File: config.mk
export PLATFORM = sky130hd
export DESIGN_NAME = contador_entradas_multi_flat
export DESIGN_NICKNAME = d
export VERILOG_FILES = /design/src/rtl/contador_entradas_multi_if.sv /design/src/rtl/contador_entradas_multi.sv /design/src/flat_wrapper.sv
export SDC_FILE = /design/constraint.sdc
export NUM_CORES = 1
export LEC_CHECK = 0
export CAP_MARGIN = 10
export CORE_ASPECT_RATIO = 0.9
export CORE_MARGIN = 3
export CORE_UTILIZATION = 55
export CTS_CLUSTER_SIZE = 20
export DETAILED_ROUTE_END_ITERATION = 10
export PLACE_DENSITY = 0.81
export SYNTH_ARGS = -nofsm -noshare
export SYNTH_HDL_FRONTEND = slang
export SYNTH_SLANG_ARGS = --single-unit
File: constraint.sdc
create_clock -name clk -period 3 [get_ports clk]
set_clock_uncertainty 0.1 [all_clocks]
set_input_delay 0.3 -clock clk [delete_from_list [all_inputs] [get_ports clk]]
set_output_delay 0.3 -clock clk [all_outputs]
set_load 0.01 [all_outputs]
File: src/rtl/contador_entradas_multi_if.sv
// Entry-path bundle between the button/field-select front end and the counter bank.
// master drives selection, load and buttons; slave returns channel values and the step strobe.
interface contador_entradas_multi_if #(
  parameter int WIDTH    = 7,
  parameter int CHANNELS = 3
);
  localparam int CH_W = $clog2(CHANNELS);

  logic [CH_W-1:0]           ch_sel;
  logic                      Num_Ld;
  logic [WIDTH-1:0]          Ld_bin;
  logic                      PB_up;
  logic                      PB_down;
  logic [CHANNELS*WIDTH-1:0] Cont_max;
  logic [CHANNELS*WIDTH-1:0] Wr_bin;
  logic [WIDTH-1:0]          sel_bin;
  logic                      step;

  modport master (
    output ch_sel, Num_Ld, Ld_bin, PB_up, PB_down, Cont_max,
    input  Wr_bin, sel_bin, step
  );

  modport slave (
    input  ch_sel, Num_Ld, Ld_bin, PB_up, PB_down, Cont_max,
    output Wr_bin, sel_bin, step
  );
endinterface

File: src/rtl/contador_entradas_multi.sv
// Multi-channel up/down setting counter driven by pushbuttons with press-edge stepping,
// hold-to-repeat, per-channel wrap/saturate limits and a parallel load path.
module contador_entradas_multi #(
  parameter int WIDTH    = 7,
  parameter int CHANNELS = 3,
  parameter int HOLD_DLY = 25_000_000,
  parameter int RPT_PER  = 10_000_000,
  parameter bit WRAP     = 1'b1
) (
  input logic                      clk,
  input logic                      reset,
  contador_entradas_multi_if.slave bus
);

  localparam logic [31:0] HOLD_LAST = 32'(HOLD_DLY - 1);
  localparam logic [31:0] RPT_LAST  = 32'(RPT_PER - 1);

  typedef enum logic [1:0] {ST_IDLE, ST_WAIT, ST_RPT} state_t;

  state_t           state, state_nxt;
  logic [31:0]      timer, timer_nxt;
  logic             dir_up, dir_up_nxt;
  logic             up_q, dn_q, armed;
  logic             only_up, only_dn, up_edge, dn_edge, held;
  logic             step_evt, step_q;
  logic [WIDTH-1:0] ch_val [CHANNELS];
  logic             sel_ok, wr_en;
  logic [WIDTH-1:0] sel_val, sel_max, ld_val, stepped, wr_data;

  // armed stays low after reset until both buttons are seen released, so a
  // button held through reset cannot masquerade as a fresh press.
  assign only_up = bus.PB_up & ~bus.PB_down;
  assign only_dn = bus.PB_down & ~bus.PB_up;
  assign up_edge = armed & only_up & ~up_q;
  assign dn_edge = armed & only_dn & ~dn_q;
  assign held    = dir_up ? only_up : only_dn;

  always_comb begin
    state_nxt  = state;
    timer_nxt  = timer;
    dir_up_nxt = dir_up;
    step_evt   = 1'b0;
    case (state)
      ST_IDLE: begin
        if (up_edge || dn_edge) begin
          step_evt   = 1'b1;
          dir_up_nxt = up_edge;
          timer_nxt  = '0;
          state_nxt  = ST_WAIT;
        end
      end
      ST_WAIT: begin
        if (!held) begin
          timer_nxt = '0;
          state_nxt = ST_IDLE;
        end else if (timer == HOLD_LAST) begin
          step_evt  = 1'b1;
          timer_nxt = '0;
          state_nxt = ST_RPT;
        end else begin
          timer_nxt = timer + 32'd1;
        end
      end
      ST_RPT: begin
        if (!held) begin
          timer_nxt = '0;
          state_nxt = ST_IDLE;
        end else if (timer == RPT_LAST) begin
          step_evt  = 1'b1;
          timer_nxt = '0;
        end else begin
          timer_nxt = timer + 32'd1;
        end
      end
      default: begin
        timer_nxt = '0;
        state_nxt = ST_IDLE;
      end
    endcase
  end

  always_comb begin
    sel_ok  = 1'b0;
    sel_val = '0;
    sel_max = '0;
    for (int k = 0; k < CHANNELS; k++) begin
      if (32'(bus.ch_sel) == 32'(k)) begin
        sel_ok  = 1'b1;
        sel_val = ch_val[k];
        sel_max = bus.Cont_max[k*WIDTH +: WIDTH];
      end
    end
  end

  // Values left above a lowered max snap to the max on the next down step.
  always_comb begin
    ld_val = (bus.Ld_bin > sel_max) ? sel_max : bus.Ld_bin;
    if (dir_up_nxt) begin
      stepped = (sel_val >= sel_max) ? (WRAP ? '0 : sel_max) : sel_val + WIDTH'(1);
    end else if (sel_val == '0) begin
      stepped = WRAP ? sel_max : '0;
    end else if (sel_val > sel_max) begin
      stepped = sel_max;
    end else begin
      stepped = sel_val - WIDTH'(1);
    end
    wr_en   = sel_ok & (bus.Num_Ld | step_evt);
    wr_data = bus.Num_Ld ? ld_val : stepped;
  end

  always_ff @(posedge clk or negedge reset) begin
    if (!reset) begin
      state  <= ST_IDLE;
      timer  <= '0;
      dir_up <= 1'b0;
      up_q   <= 1'b0;
      dn_q   <= 1'b0;
      armed  <= 1'b0;
      step_q <= 1'b0;
    end else begin
      state  <= state_nxt;
      timer  <= timer_nxt;
      dir_up <= dir_up_nxt;
      up_q   <= bus.PB_up;
      dn_q   <= bus.PB_down;
      armed  <= armed | (~bus.PB_up & ~bus.PB_down);
      step_q <= step_evt & sel_ok & ~bus.Num_Ld;
    end
  end

  always_ff @(posedge clk or negedge reset) begin
    if (!reset) begin
      for (int k = 0; k < CHANNELS; k++) ch_val[k] <= '0;
    end else begin
      for (int k = 0; k < CHANNELS; k++) begin
        if (wr_en && 32'(bus.ch_sel) == 32'(k)) ch_val[k] <= wr_data;
      end
    end
  end

  for (genvar g = 0; g < CHANNELS; g++) begin : g_wr
    assign bus.Wr_bin[g*WIDTH +: WIDTH] = ch_val[g];
  end

  assign bus.sel_bin = sel_val;
  assign bus.step    = step_q;

endmodule

File: src/flat_wrapper.sv
// flat-port wrapper written by rule: the top's interface ports become plain ports
module contador_entradas_multi_flat 
#(
  parameter int WIDTH    = 7,
  parameter int CHANNELS = 3,
  parameter int HOLD_DLY = 25_000_000,
  parameter int RPT_PER  = 10_000_000,
  parameter bit WRAP     = 1'b1
)
  (clk, reset, bus_ch_sel, bus_Num_Ld, bus_Ld_bin, bus_PB_up, bus_PB_down, bus_Cont_max, bus_Wr_bin, bus_sel_bin, bus_step);
  contador_entradas_multi_if #(.WIDTH(WIDTH), .CHANNELS(CHANNELS)) bus_i ();
  input logic clk;
  input logic reset;
  input wire logic [$bits(bus_i.ch_sel)-1:0] bus_ch_sel;
  input wire logic [$bits(bus_i.Num_Ld)-1:0] bus_Num_Ld;
  input wire logic [$bits(bus_i.Ld_bin)-1:0] bus_Ld_bin;
  input wire logic [$bits(bus_i.PB_up)-1:0] bus_PB_up;
  input wire logic [$bits(bus_i.PB_down)-1:0] bus_PB_down;
  input wire logic [$bits(bus_i.Cont_max)-1:0] bus_Cont_max;
  output wire logic [$bits(bus_i.Wr_bin)-1:0] bus_Wr_bin;
  output wire logic [$bits(bus_i.sel_bin)-1:0] bus_sel_bin;
  output wire logic [$bits(bus_i.step)-1:0] bus_step;
  assign bus_i.ch_sel = bus_ch_sel;
  assign bus_i.Num_Ld = bus_Num_Ld;
  assign bus_i.Ld_bin = bus_Ld_bin;
  assign bus_i.PB_up = bus_PB_up;
  assign bus_i.PB_down = bus_PB_down;
  assign bus_i.Cont_max = bus_Cont_max;
  assign bus_Wr_bin = bus_i.Wr_bin;
  assign bus_sel_bin = bus_i.sel_bin;
  assign bus_step = bus_i.step;
  contador_entradas_multi #(.WIDTH(WIDTH), .CHANNELS(CHANNELS), .HOLD_DLY(HOLD_DLY), .RPT_PER(RPT_PER), .WRAP(WRAP)) u_core (.clk(clk), .reset(reset), .bus(bus_i));
endmodule
==> flow_summary.json, run 1 <==
{
  "status": "finished with violations",
  "violations": "DRC",
  "diodes": 0,
  "cts_tree": "yes",
  "rsz0062_at_grt": "no",
  "hold_violations": 0,
  "period_needed_ns": 2.88,
  "drt_iter0_drc": 473,
  "vias": 4440,
  "areaGrowthSynthToFinish_pct": 30.8,
  "relSlewSlack_pct": 31.4,
  "grt_pass1_wl_um": 21400,
  "maxCapViolations": 0,
  "final_area_sq_um": 5690,
  "ys_ff_latch": 60,
  "hold_path.class": "input pin to asynchronous set/reset pin",
  "setup_viol": 0,
  "synth_flop_cell": "dfrtp_1",
  "grt_util_met2_pct": 44.1,
  "clockRootBuffer": "clkbuf_8",
  "start_util_pct": 57.1,
  "yosysTopAreaCell": "dfrtp_1",
  "top_usage_layer": "met2",
  "core_area_sq_um": 7620,
  "cts.sinks": 60,
  "io_buffers": 63,
  "synth_top_area_share_pct": 34.5,
  "power_density_nw_per_um2": 634,
  "worstPathMaxFanout": 5,
  "ir_drop_uv": 460,
  "die_w_um": 99.7,
  "antenna_found_initial": 0,
  "drive_gt1_share_pct": 18.5,
  "critical-path-slowest-cell": "clkdlybuf4s50_1",
  "ctsHtreeMaxLevel": 3,
  "synth_cell_types": 66,
  "fin_ws_ns": 0.117,
  "dieArea_sq_um": 9010,
  "cts_buffers": 9,
  "cpPeakStageDelay_ns": 0.46,
  "ios": 64,
  "netlist_instances": 491,
  "use_met3_pct": 7.64,
  "crit_type": "input pin to flop",
  "p_leak_nw": 2.40,
  "first_global_vias": 4225,
  "tightest_slew_ns": 1.03,
  "routabilityCongestion": 0.986,
  "gr-usage-all-layers_pct": 29.7,
  "dp_hpwl_um": 10000,
  "cp-start-kind": "input pin",
  "drt_pass1_iterations": 9,
  "cp.arrival_ns": 3.01,
  "met1_usage_pct": 42.8,
  "place_area_sq_um": 5410,
  "nets": 653,
  "period_share_pct": 96.1,
  "postRouteAntennaNets": 0,
  "nFillCells": 554,
  "drv_slew": 0,
  "holdBufCountCts": 0,
  "path_cells": "clkdlybuf4s50_1 -> mux2i_1 -> o21ai_1 -> inv_1 -> ha_1 -> and4_1 -> o21ai_1 -> o211a_2 -> a41oi_4 -> mux2i_1 -> a22oi_2 -> mux2_2",
  "syn_area_per_cell_sq_um": 8.86,
  "required_ns": 3.12,
  "synth_nets": 543,
  "ys_async_sr_fraction_pct": 100,
  "vias_per_cell": 6.32,
  "crit_buf_inv": 2,
  "grt_remaining_overflow": 0,
  "wl_per_cell_um": 19.0,
  "grt_max_degree": 48,
  "num_rows": 30,
  "die_y_um": 90.4,
  "clockBufferDepth": 2,
  "yosys-top-cells-area": "dfrtp_1, ha_1, nor2_1, mux2i_1, xor2_1",
  "yosysSeqAreaShare_pct": 34.5,
  "clk_latency_ns": 0.34,
  "fmax_mhz": 347,
  "drc": 1,
  "layout_common_cells": "clkdlybuf4s50_1, dfrtp_1, nor2_1",
  "dp_slack_ns": -0.693,
  "ys_warn_count": 0,
  "synth_edf_count": 0,
  "cp-end-kind": "flop",
  "routed_wl_um": 13300,
  "r2r_slack_ns": 0.15,
  "path_clk_slew_ns": 0.06,
  "synth_area_sq_um": 4350,
  "crit_family": "compound AO/OA/AOI/OAI gates"
}
-- per-layer routing --
metal | vias up | part of all wire (%) | wire (um)
met1 | 2111 | 42 | 5650
met2 | 255 | 44 | 5940
li1 | 2033 | - | -
met5 | - | 0 | 0
met3 | 41 | 10 | 1400
met4 | 0 | 2.7 | 359
-- area by class of cell --
class / count / area [sq um] / area share (%)
timing repair buffer: 121 / 1070 / 18.9
inverter: 16 / 60.1 / 1.06
tap: 96 / 120 / 2.11
clock buffer: 11 / 141 / 2.49
sequential: 60 / 1500 / 26.4
clock inverter: 5 / 75.1 / 1.32
multi-input combinational: 393 / 2720 / 47.8
-- worst reg2reg max path, cell delays in order (launching register included) --
cell and delay [ns]:
dfrtp_1 0.43, mux2i_1 0.18, o2bb2ai_2 0.11, ha_1 0.33
a21oi_1 0.15, a21boi_0 0.11, a311oi_2 0.28, o21a_2 0.27
o21ai_4 0.11, and3_1 0.22, o31ai_2 0.29, a31oi_1 0.13
-- synth_stat cells (all sizes together) (3+ instances only) --
master and n:
dfrtp 60, nor2 55, nand2 37, o21ai 31, a21oi 24, mux2i 20, nand3 20, xor2 19
ha 17, inv 16, o31ai 16, buf 15, nand4 14, a31oi 10, nor3 10, xnor2 10
nor2b 9, o21a 9, and3 8, o2bb2ai 8, clkbuf 7, o22ai 7, and2 6, nor4 6
nand2b 5, a211oi 4, a21o 4, and4 4, mux2 4, nand3b 4, or4 3
-- registers in the layout, summed over array words and instances, names as in the netlist --
register and count:
u_core.dn_q 1, u_core.bus.Wr_bin 21, u_core.timer 32, u_core.state 2
u_core.bus.step 1, u_core.armed 1, u_core.up_q 1, u_core.dir_up 1
-- worst paths after layout --
path,from,endpoint,cells past startpoint
worst max-delay path,bus_Cont_max[11],u_core.bus.Wr_bin[14],12
worst min-delay path,reset,u_core.bus.Wr_bin[13],1
worst max register to register,u_core.bus.Wr_bin[5],u_core.bus.Wr_bin[18],11
worst min register to register,u_core.timer[4],u_core.timer[4],1
max in group asynchronous,reset,u_core.dir_up,2
min in group clk,u_core.timer[4],u_core.timer[4],1
-- metrics by stage --
stage                     power, mW  utilization (%)  instances  hold slack, ns  setup TNS [ns]
after CTS                      3.58             74.4        702          0.0652               0
after floorplan                1.96                -        491         -0.0956               0
after global routing           3.78             74.6        702           0.112               0
after detailed placement       2.75             71.0        685           0.398          -12.89
after global placement         2.70             71.0        685           0.393          -10.62
final                          3.61             74.6        702          0.0399               0
-- logic make-up after synthesis --
family / share of synthesized area (%)
XOR/XNOR: 5.84
flip-flops: 34.5
buffers and inverters: 4.00
AO/OA/AOI/OAI: 22.0
multiplexers: 5.64
AND/OR/NAND/NOR: 22.9
adder cells (fa/ha/maj): 5.15
-- report_power, final --
group          internal, mW  leakage [nW]  switching (mW)
clock network         0.486         0.113           0.318
logic                 0.839          1.52           0.893
registers             0.930         0.772           0.140
-- repair_timing --
action                     CTS  global route
buffers inserted             1             0
resized for setup           12             9
pin swaps                    2             2
setup endpoints to repair   21            22
Power figures use the tool's default switching activity.
==> inputs of run 2 (changes only) <==
--- a/config.mk
+++ b/config.mk
@@ -8,10 +8,9 @@
 export CAP_MARGIN = 10
 export CORE_ASPECT_RATIO = 0.9
 export CORE_MARGIN = 3
-export CORE_UTILIZATION = 55
+export CORE_UTILIZATION = 30
 export CTS_CLUSTER_SIZE = 20
 export DETAILED_ROUTE_END_ITERATION = 10
-export PLACE_DENSITY = 0.81
 export SYNTH_ARGS = -nofsm -noshare
 export SYNTH_HDL_FRONTEND = slang
 export SYNTH_SLANG_ARGS = --single-unit
==> flow_summary.json, run 2 (same netlist as run 1, synthesis figures left out) <==
{
  "layout_common_cells": "buf_4, clkdlybuf4s50_1, dfrtp_1",
  "ir_drop_uv": 356,
  "largest_reg_flops": 32,
  "areaGrowthSynthToFinish_pct": 39.5,
  "routabilityCongestion": 0.913,
  "tightest_slew_ns": 0.794,
  "place_area_sq_um": 5630,
  "nets": 671,
  "period_share_pct": 97.9,
  "p_leak_nw": 2.52,
  "num_rows": 41,
  "drt_iter0_drc": 330,
  "cts.sinks": 60,
  "clockBufferDepth": 2,
  "vias": 4250,
  "io_buffers": 63,
  "top_register": "u_core.timer",
  "clockRootBuffer": "clkbuf_16",
  "die_y_um": 120,
  "crit_type": "input pin to flop",
  "antenna_found_initial": 0,
  "path_clk_slew_ns": 0.05,
  "setup_viol": 0,
  "status": "complete, no violations",
  "cp.arrival_ns": 3.04,
  "power_density_nw_per_um2": 650,
  "drive_gt1_share_pct": 21.2,
  "die_w_um": 133,
  "start_util_pct": 30.8,
  "hold_path.class": "input pin to flop",
  "gr-usage-all-layers_pct": 17.3,
  "worstPathMaxFanout": 5,
  "maxCapViolations": 0,
  "fin_cells": 815,
  "cp-start-kind": "input pin",
  "fmax_mhz": 341,
  "drv_slew": 0,
  "grt_pass1_wl_um": 22200,
  "dpl.cell_count": 793,
  "period_needed_ns": 2.94,
  "hold_violations": 0,
  "first_global_vias": 4210,
  "power_mw": 3.94,
  "postRouteAntennaNets": 0,
  "routed_wl_um": 13700,
  "required_ns": 3.10,
  "grt_max_degree": 35,
  "drt_pass1_iterations": 5,
  "final_common_cell": "buf_4",
  "wl_per_cell_um": 16.9,
  "ctsHtreeMaxLevel": 3,
  "vias_per_cell": 5.21,
  "final_area_sq_um": 6060,
  "nFillCells": 1403,
  "diodes": 0,
  "clk_latency_ns": 0.33,
  "cp-end-kind": "flop",
  "cts_buffers": 9,
  "core_area_sq_um": 14100,
  "dieArea_sq_um": 16000,
  "ios": 64,
  "dp_hpwl_um": 10700,
  "relSlewSlack_pct": 47.0,
  "cts_tree": "yes",
  "grt_remaining_overflow": 0,
  "drc": 0
}
-- run 2: final timing paths --
kind | end | cells after the start | from | slack, ns
max | u_core.bus.Wr_bin[0] | 13 | bus_Cont_max[12] | 0.06
min | u_core.bus.step | 3 | bus_ch_sel[0] | 0.39
max reg2reg | u_core.bus.Wr_bin[7] | 6 | u_core.timer[21] | 0.19
min reg2reg | u_core.timer[4] | 1 | u_core.timer[4] | 0.41
max in group asynchronous | u_core.timer[20] | 3 | reset | 1.56
min in group asynchronous | u_core.bus.Wr_bin[20] | 2 | reset | 0.49
-- run 2: metal layers --
metal,vias to the layer above,GRT usage [%],routed length (um)
li1,2057,-,-
met1,2071,22.6,6290
met2,106,29.4,6710
met3,16,3.91,610
met4,0,3.83,142
met5,-,0,0
-- run 2: stage by stage --
step                      hold slack (ns)  setup WS, ns  util (%)  TNS, ns
after floorplan                   -0.0956        0.0318         -        0
after detailed placement            0.332        -0.839      39.9   -14.65
after CTS                           0.411        0.0769      42.5        0
after global routing                0.418       -0.0189      43.0  -0.0322
after global placement              0.313        -0.795      39.9   -13.84
final                               0.389        0.0636      43.0        0
-- run 2: final cells by class --
class	instances	area, sq um	area share (%)
inverters	16	60.1	0.990
well taps	193	241	3.98
multi-input cells	393	2750	45.3
clock inverters	2	35.0	0.578
clock buffers	12	256	4.23
flip-flops and latches	60	1500	24.8
repair buffers	139	1220	20.1
-- run 2: power by group --
| part | switching, mW | internal [mW] |
|---|---|---|
| Sequential | 0.131 | 0.933 |
| Combinational | 0.923 | 0.939 |
| Clock | 0.337 | 0.676 |
-- run 2: worst max-delay path, cell delays in order --
cell and delay, ns:
clkdlybuf4s50_1 0.46, mux2i_1 0.07, nor2_1 0.15, a21oi_2 0.04
buf_4 0.16, ha_4 0.27, and4_4 0.23, o21ai_1 0.06
o211a_2 0.27, a41oi_4 0.29, mux2i_2 0.33, a22oi_2 0.10
mux2_2 0.29
-- run 2: repair_timing --
item                                    4_1_cts  5_1_grt
gates resized for setup                      20        6
endpoints found under the setup margin       21       21
hold endpoints to repair                     32        0
pin swaps                                     4        7
hold buffers                                  1        0
buffers inserted                              3        4
